[src/rtl/fifo_pkg.sv]
// Shared FIFO definitions: default address width and Gray/binary helpers
// used by both the write-side and read-side pointer blocks.
package fifo_pkg;

  localparam int FIFO_ADDR_W = 4;

  function automatic logic [31:0] bin2gray(input logic [31:0] bin);
    return bin ^ (bin >> 1);
  endfunction

  // Each binary bit is the XOR of all Gray bits at or above it.
  function automatic logic [31:0] gray2bin(input logic [31:0] gray);
    logic [31:0] bin;
    bin[31] = gray[31];
    for (int i = 30; i >= 0; i--) begin
      bin[i] = bin[i+1] ^ gray[i];
    end
    return bin;
  endfunction

endpackage

[src/rtl/fifo_gray2bin.sv]
// Width-parameterized Gray-to-binary converter built on the shared package helper.
module fifo_gray2bin
  import fifo_pkg::*;
#(
  parameter int W = 5
) (
  input  logic [W-1:0] gray_i,
  output logic [W-1:0] bin_o
);

  assign bin_o = W'(gray2bin(32'(gray_i)));

endmodule

[src/rtl/fifo_wptr_full.sv]
// Write-side pointer and full/overflow logic of an asynchronous FIFO.
// Optional almost-full flag is enabled by defining FIFO_ALMOST_FULL_EN.
module fifo_wptr_full
  import fifo_pkg::*;
#(
  parameter int ADDR_W       = FIFO_ADDR_W,
  parameter int AFULL_THRESH = 2
) (
  input  logic              clk,
  input  logic              rst,
  input  logic              winc,
  input  logic [ADDR_W:0]   wq2_rptr,
  output logic [ADDR_W-1:0] waddr,
  output logic              wen,
  output logic [ADDR_W:0]   wptr,
  output logic              wfull,
  output logic              wr_overflow,
  output logic              almost_full
);

  localparam int DEPTH = 2 ** ADDR_W;

  if (ADDR_W < 2 || AFULL_THRESH < 0 || AFULL_THRESH > DEPTH) begin : g_bad_param
    $error("fifo_wptr_full: ADDR_W must be >= 2 and AFULL_THRESH within 0..DEPTH");
  end

  logic [ADDR_W:0] wbin_q, wbin_d;
  logic [ADDR_W:0] wptr_q, wgray_d;
  logic [ADDR_W:0] full_gray;
  logic            wfull_q, wfull_d;
  logic            ovf_q, ovf_d;

  assign wen = winc & ~wfull_q;

  // Full when the next write pointer equals the read pointer with its two MSBs inverted.
  always_comb begin
    wbin_d    = wbin_q + {{ADDR_W{1'b0}}, wen};
    wgray_d   = (ADDR_W + 1)'(bin2gray(32'(wbin_d)));
    full_gray = {~wq2_rptr[ADDR_W:ADDR_W-1], wq2_rptr[ADDR_W-2:0]};
    wfull_d   = (wgray_d == full_gray);
    ovf_d     = winc & wfull_q;
  end

  always_ff @(posedge clk) begin
    if (rst) begin
      wbin_q  <= '0;
      wptr_q  <= '0;
      wfull_q <= 1'b0;
      ovf_q   <= 1'b0;
    end else begin
      wbin_q  <= wbin_d;
      wptr_q  <= wgray_d;
      wfull_q <= wfull_d;
      ovf_q   <= ovf_d;
    end
  end

`ifdef FIFO_ALMOST_FULL_EN
  localparam logic [ADDR_W:0] AFULL_LVL = (ADDR_W + 1)'(DEPTH - AFULL_THRESH);

  logic [ADDR_W:0] rbin;
  logic [ADDR_W:0] fill;
  logic            afull_q, afull_d;

  fifo_gray2bin #(
    .W(ADDR_W + 1)
  ) u_rptr_g2b (
    .gray_i(wq2_rptr),
    .bin_o (rbin)
  );

  // Modular subtraction stays correct across pointer wrap.
  always_comb begin
    fill    = wbin_d - rbin;
    afull_d = (fill >= AFULL_LVL);
  end

  always_ff @(posedge clk) begin
    if (rst) begin
      afull_q <= 1'b0;
    end else begin
      afull_q <= afull_d;
    end
  end

  assign almost_full = afull_q;
`else
  assign almost_full = 1'b0;
`endif

  assign waddr       = wbin_q[ADDR_W-1:0];
  assign wptr        = wptr_q;
  assign wfull       = wfull_q;
  assign wr_overflow = ovf_q;

endmodule

[config.mk]
export PLATFORM = sky130hd
export DESIGN_NAME = fifo_wptr_full
export DESIGN_NICKNAME = d
export VERILOG_FILES = /design/src/rtl/fifo_pkg.sv /design/src/rtl/fifo_gray2bin.sv /design/src/rtl/fifo_wptr_full.sv
export SDC_FILE = /design/constraint.sdc
export NUM_CORES = 1
export LEC_CHECK = 0
export BUFFER_PORTS_ARGS = -buffer_cell sky130_fd_sc_hd__buf_2
export CAP_MARGIN = 20
export CORE_MARGIN = 4
export CORE_UTILIZATION = 35
export DETAILED_ROUTE_END_ITERATION = 16
export GPL_TIMING_DRIVEN = 0
export SYNTH_ARGS = -nofsm -noshare
export SYNTH_HDL_FRONTEND = slang
export SYNTH_SLANG_ARGS = --single-unit
[constraint.sdc]
create_clock -name clk -period 2.46 [get_ports clk]
set_input_delay 0.369 -clock clk [delete_from_list [all_inputs] [get_ports clk]]
set_output_delay 0.369 -clock clk [all_outputs]
set_load 0.02 [all_outputs]
==> results by group <==
Setup path
  • Worst flop-to-flop path startpoint: wfull
  • R2r setup slk: approximately 0.51 ns
  • Critical Path Sink Type: flop
  • Worst R2R End: wfull
  • Crit path kind: reg2reg
  • Register-to-Register Path Depth: 7
  • Worst-path fanout max: 4
  • Setup crit start kind: flop
  • Worst endpoint data arrival time: ~2.1 ns
  • CP endpoint: wfull
  • Critical path required time: approximately 2.6 ns
  • Setup crit start: wfull

Synthesis
  • Post-Syn Area: 516.7 um^2
  • Syn Inst Count: 51
  • Syn_area_per_cell: 10.13 um^2
  • Yosys top cell by area: dfxtp_1
  • Syn. warnings: 0
  • Seq cells post-synth: 11
  • FFs w/ async S/R, synth: 0%
  • Top cells by count, synth: 11 x dfxtp_1, 9 x xnor2_1, 8 x nor2_1, 4 x xor2_1, 3 x nor2b_1
  • Sequential share of the synthesized area: between 40% and 50%
  • Post-synth cell types: 18
  • EDFF count, synth: 0
  • Post-synth top area share: 42.62%
  • Synth Flop Type: dfxtp_1
  • Syn Nets: 61
  • Ranking of synthesized cells by area: dfxtp_1 43%, xnor2_1 15%, xor2_1 6.8%
  • Most common cell in the netlist: dfxtp_1

Placement
  • HPWL after DPL: approximately 690 um
  • Pre-CTS WS: about 0.32 ns
  • Gpl congestion: 0.6701
  • I/O Buffers: 19

Clock network
  • CTS tree: done
  • Postcts setup bufs: 0
  • Post-CTS Resized: 0
  • CTS Hold Buffers Added: 0
  • Skew-Pair Late Insertion Delay: 0.26 ns
  • Max Root-Sink Buffers: 2
  • H-tree level count: 1
  • CTS root buf: clkbuf_4
  • Register clock-pin slew on the reported worst setup and hold paths: 0.07 ns
  • Num CTS Buffers: 3
  • Clock sink count: 11

Detailed routing
  • Final routed DRC violation total: 0
  • Drt wl/cell: 9.865 um
  • DRT antenna net count: 0
  • Detailed Route WL: 878 um
  • DRT iter0 DRCs: 3
  • Vias/cell: 4.315
  • Drt pass-1 iters: 4
  • Vias: 384

Hold path
  • Hold path startpoint: winc
  • Worst min path class: in2reg

Global route
  • GRT overflow: 0
  • Number of global-route vias before repair: 341
  • Largest net degree at the start of global routing: 11
  • Initial antenna violation count: 0
  • First-pass GRT wire length: 1324 um
  • GRT Resource Usage Total: 9.539%

Power and ir drop
  • Switching Fraction: a little over a quarter
  • Sequential share of power: about half
  • P_int: 290.8 uW
  • Pwr Density: about 600 mW/mm^2
  • P_sw: 109.3 uW
  • Maximum VDD drop: 0.3515 mV
  • Leak pwr: approximately 0.3 nW
  • Clk pwr share: ~30%
  • Comb power frac: 21.8%
  • Overall power: 400.1 uW

STA
  • Setup TNS: 0 ns
  • Skew final: 0.0006522 ns
  • Count of final hold-check violations: 0
  • Setup WS post-layout: 0.5076 ns
  • Final Cycle Share: 79.37%
  • RSZ-0062 raised after global routing: no
  • Min Tclk post-route: 1.952 ns
  • Max-slew violations: 0
  • Achievable Freq: approximately 0.51 GHz
  • Setup Viol. Count Final: 0

Finish
  • Share of cells above drive strength 1: 35.14%
  • Reg area: 220.2 um^2
  • Area grow syn2layout: 27.12%
  • Filler Cell Count: between 100 and 150
  • Area of the multi-input gates: 285.3 um^2
  • # diodes: 0
  • Total Nets Final: 85

Floorplanning
  • Chip width: 46.43 um
  • Die ar.: 0.002155 mm^2
  • Rows: 13
  • Boundary pin count: 21
  • Die height: 46.43 um
  • Core box area: 0.001350 mm^2
  • Initial core utilization: 38.28%

Outcome
  • Outcome: finished clean

Job
  • Maxcap violations: 0
stage by stage:
stage | std cells | cell area, um^2 | hold WS, ns | util (%)
final | 89 | 656.9 | 0.3251 | 48.66
after global routing | 89 | 656.9 | 0.3313 | 48.66
after CTS | 89 | 656.9 | 0.3150 | 48.66
after detailed placement | 85 | 630.6 | 0.4422 | 46.71
after global placement | 85 | 630.6 | 0.4423 | 46.71
after floorplan | 51 | 516.7 | 0.4828 | -
power by group through the flow:
stage | Sequential (mW) | Combinational, mW | Clock, mW
after floorplan | 0.209 | 0.0525 | 0
after global placement | 0.197 | 0.0883 | 0
after detailed placement | 0.197 | 0.0886 | 0
after CTS | 0.192 | 0.0890 | 0.129
after global routing | 0.194 | 0.0945 | 0.135
final | 0.192 | 0.0873 | 0.120
layer usage:
metal | vias to the layer above | share of wire [%] | GRT usage [%]
met5 | - | 0 | 0
met4 | 0 | 1.6 | 8.523
met3 | 2 | 8.9 | 3.906
met2 | 12 | 48 | 13.74
met1 | 163 | 41 | 10.54
li1 | 207 | - | -
flip-flops by register name (all words and copies together), names as in the netlist:
register,cells
wbin_q,5
wr_overflow,1
wfull,1
wptr,4
cells in the final DEF (no fill, tap or decap):
| cell type | Yosys | layout |
|---|---|---|
| buf_2 | 0 | 19 |
| dfxtp_1 | 11 | 11 |
| xnor2_1 | 9 | 9 |
| nor2_1 | 8 | 8 |
| xor2_1 | 4 | 4 |
| nor2b_1 | 3 | 3 |
| clkbuf_4 | 0 | 3 |
| clkbuf_1 | 1 | 2 |
| xnor2_2 | 2 | 2 |
| a21boi_0 | 2 | 2 |
| ha_1 | 2 | 2 |
| nand4_1 | 1 | 1 |
| and3_1 | 1 | 1 |
| o22ai_1 | 1 | 1 |
| nand3_1 | 1 | 1 |
| or3_1 | 1 | 1 |
| nor4_2 | 1 | 1 |
| nand2_1 | 1 | 1 |
| buf_4 | 1 | 1 |
| conb_1 | 1 | 1 |
final cells by class:
| type | instances | share of cell area [%] |
|---|---|---|
| Clock buffer | 4 | 4.000 |
| Buffer | 2 | 1.714 |
| Sequential cell | 11 | 33.52 |
| Tap cell | 15 | 2.857 |
| Multi-Input combinational cell | 38 | 43.43 |
| Timing Repair Buffer | 19 | 14.48 |
cells by family (layout without fill, tap and decap cells):
| logic type | after synthesis | count (layout) | share of synthesized area, % |
|---|---|---|---|
| xor+xnor | 15 | 15 | 28.33 |
| fa+ha+maj | 2 | 2 | 4.842 |
| other cells | 1 | 1 | 0.7257 |
| buf+inv | 2 | 25 | 2.179 |
| compound gates | 3 | 3 | 4.116 |
| flops | 11 | 11 | 42.61 |
| simple gates | 17 | 17 | 17.19 |
worst min-delay path by stage:
stage                  endpoint  slack, ns  depth (start not counted)
finish              wr_overflow       0.33                          3
floorplan           wr_overflow       0.48                          2
global route        wr_overflow       0.33                          3
CTS                 wr_overflow       0.32                          3
detailed placement  wr_overflow       0.44                          2
global placement    wr_overflow       0.44                          2
critical path, cell delays in order (launching register included):
cell	delay [ns]
dfxtp_1	0.32
nor2b_1	0.17
ha_1	0.24
ha_1	0.30
xnor2_2	0.17
xnor2_1	0.13
or3_1	0.35
nor4_2	0.20
No activity file was read; power rests on OpenSTA's default activity.
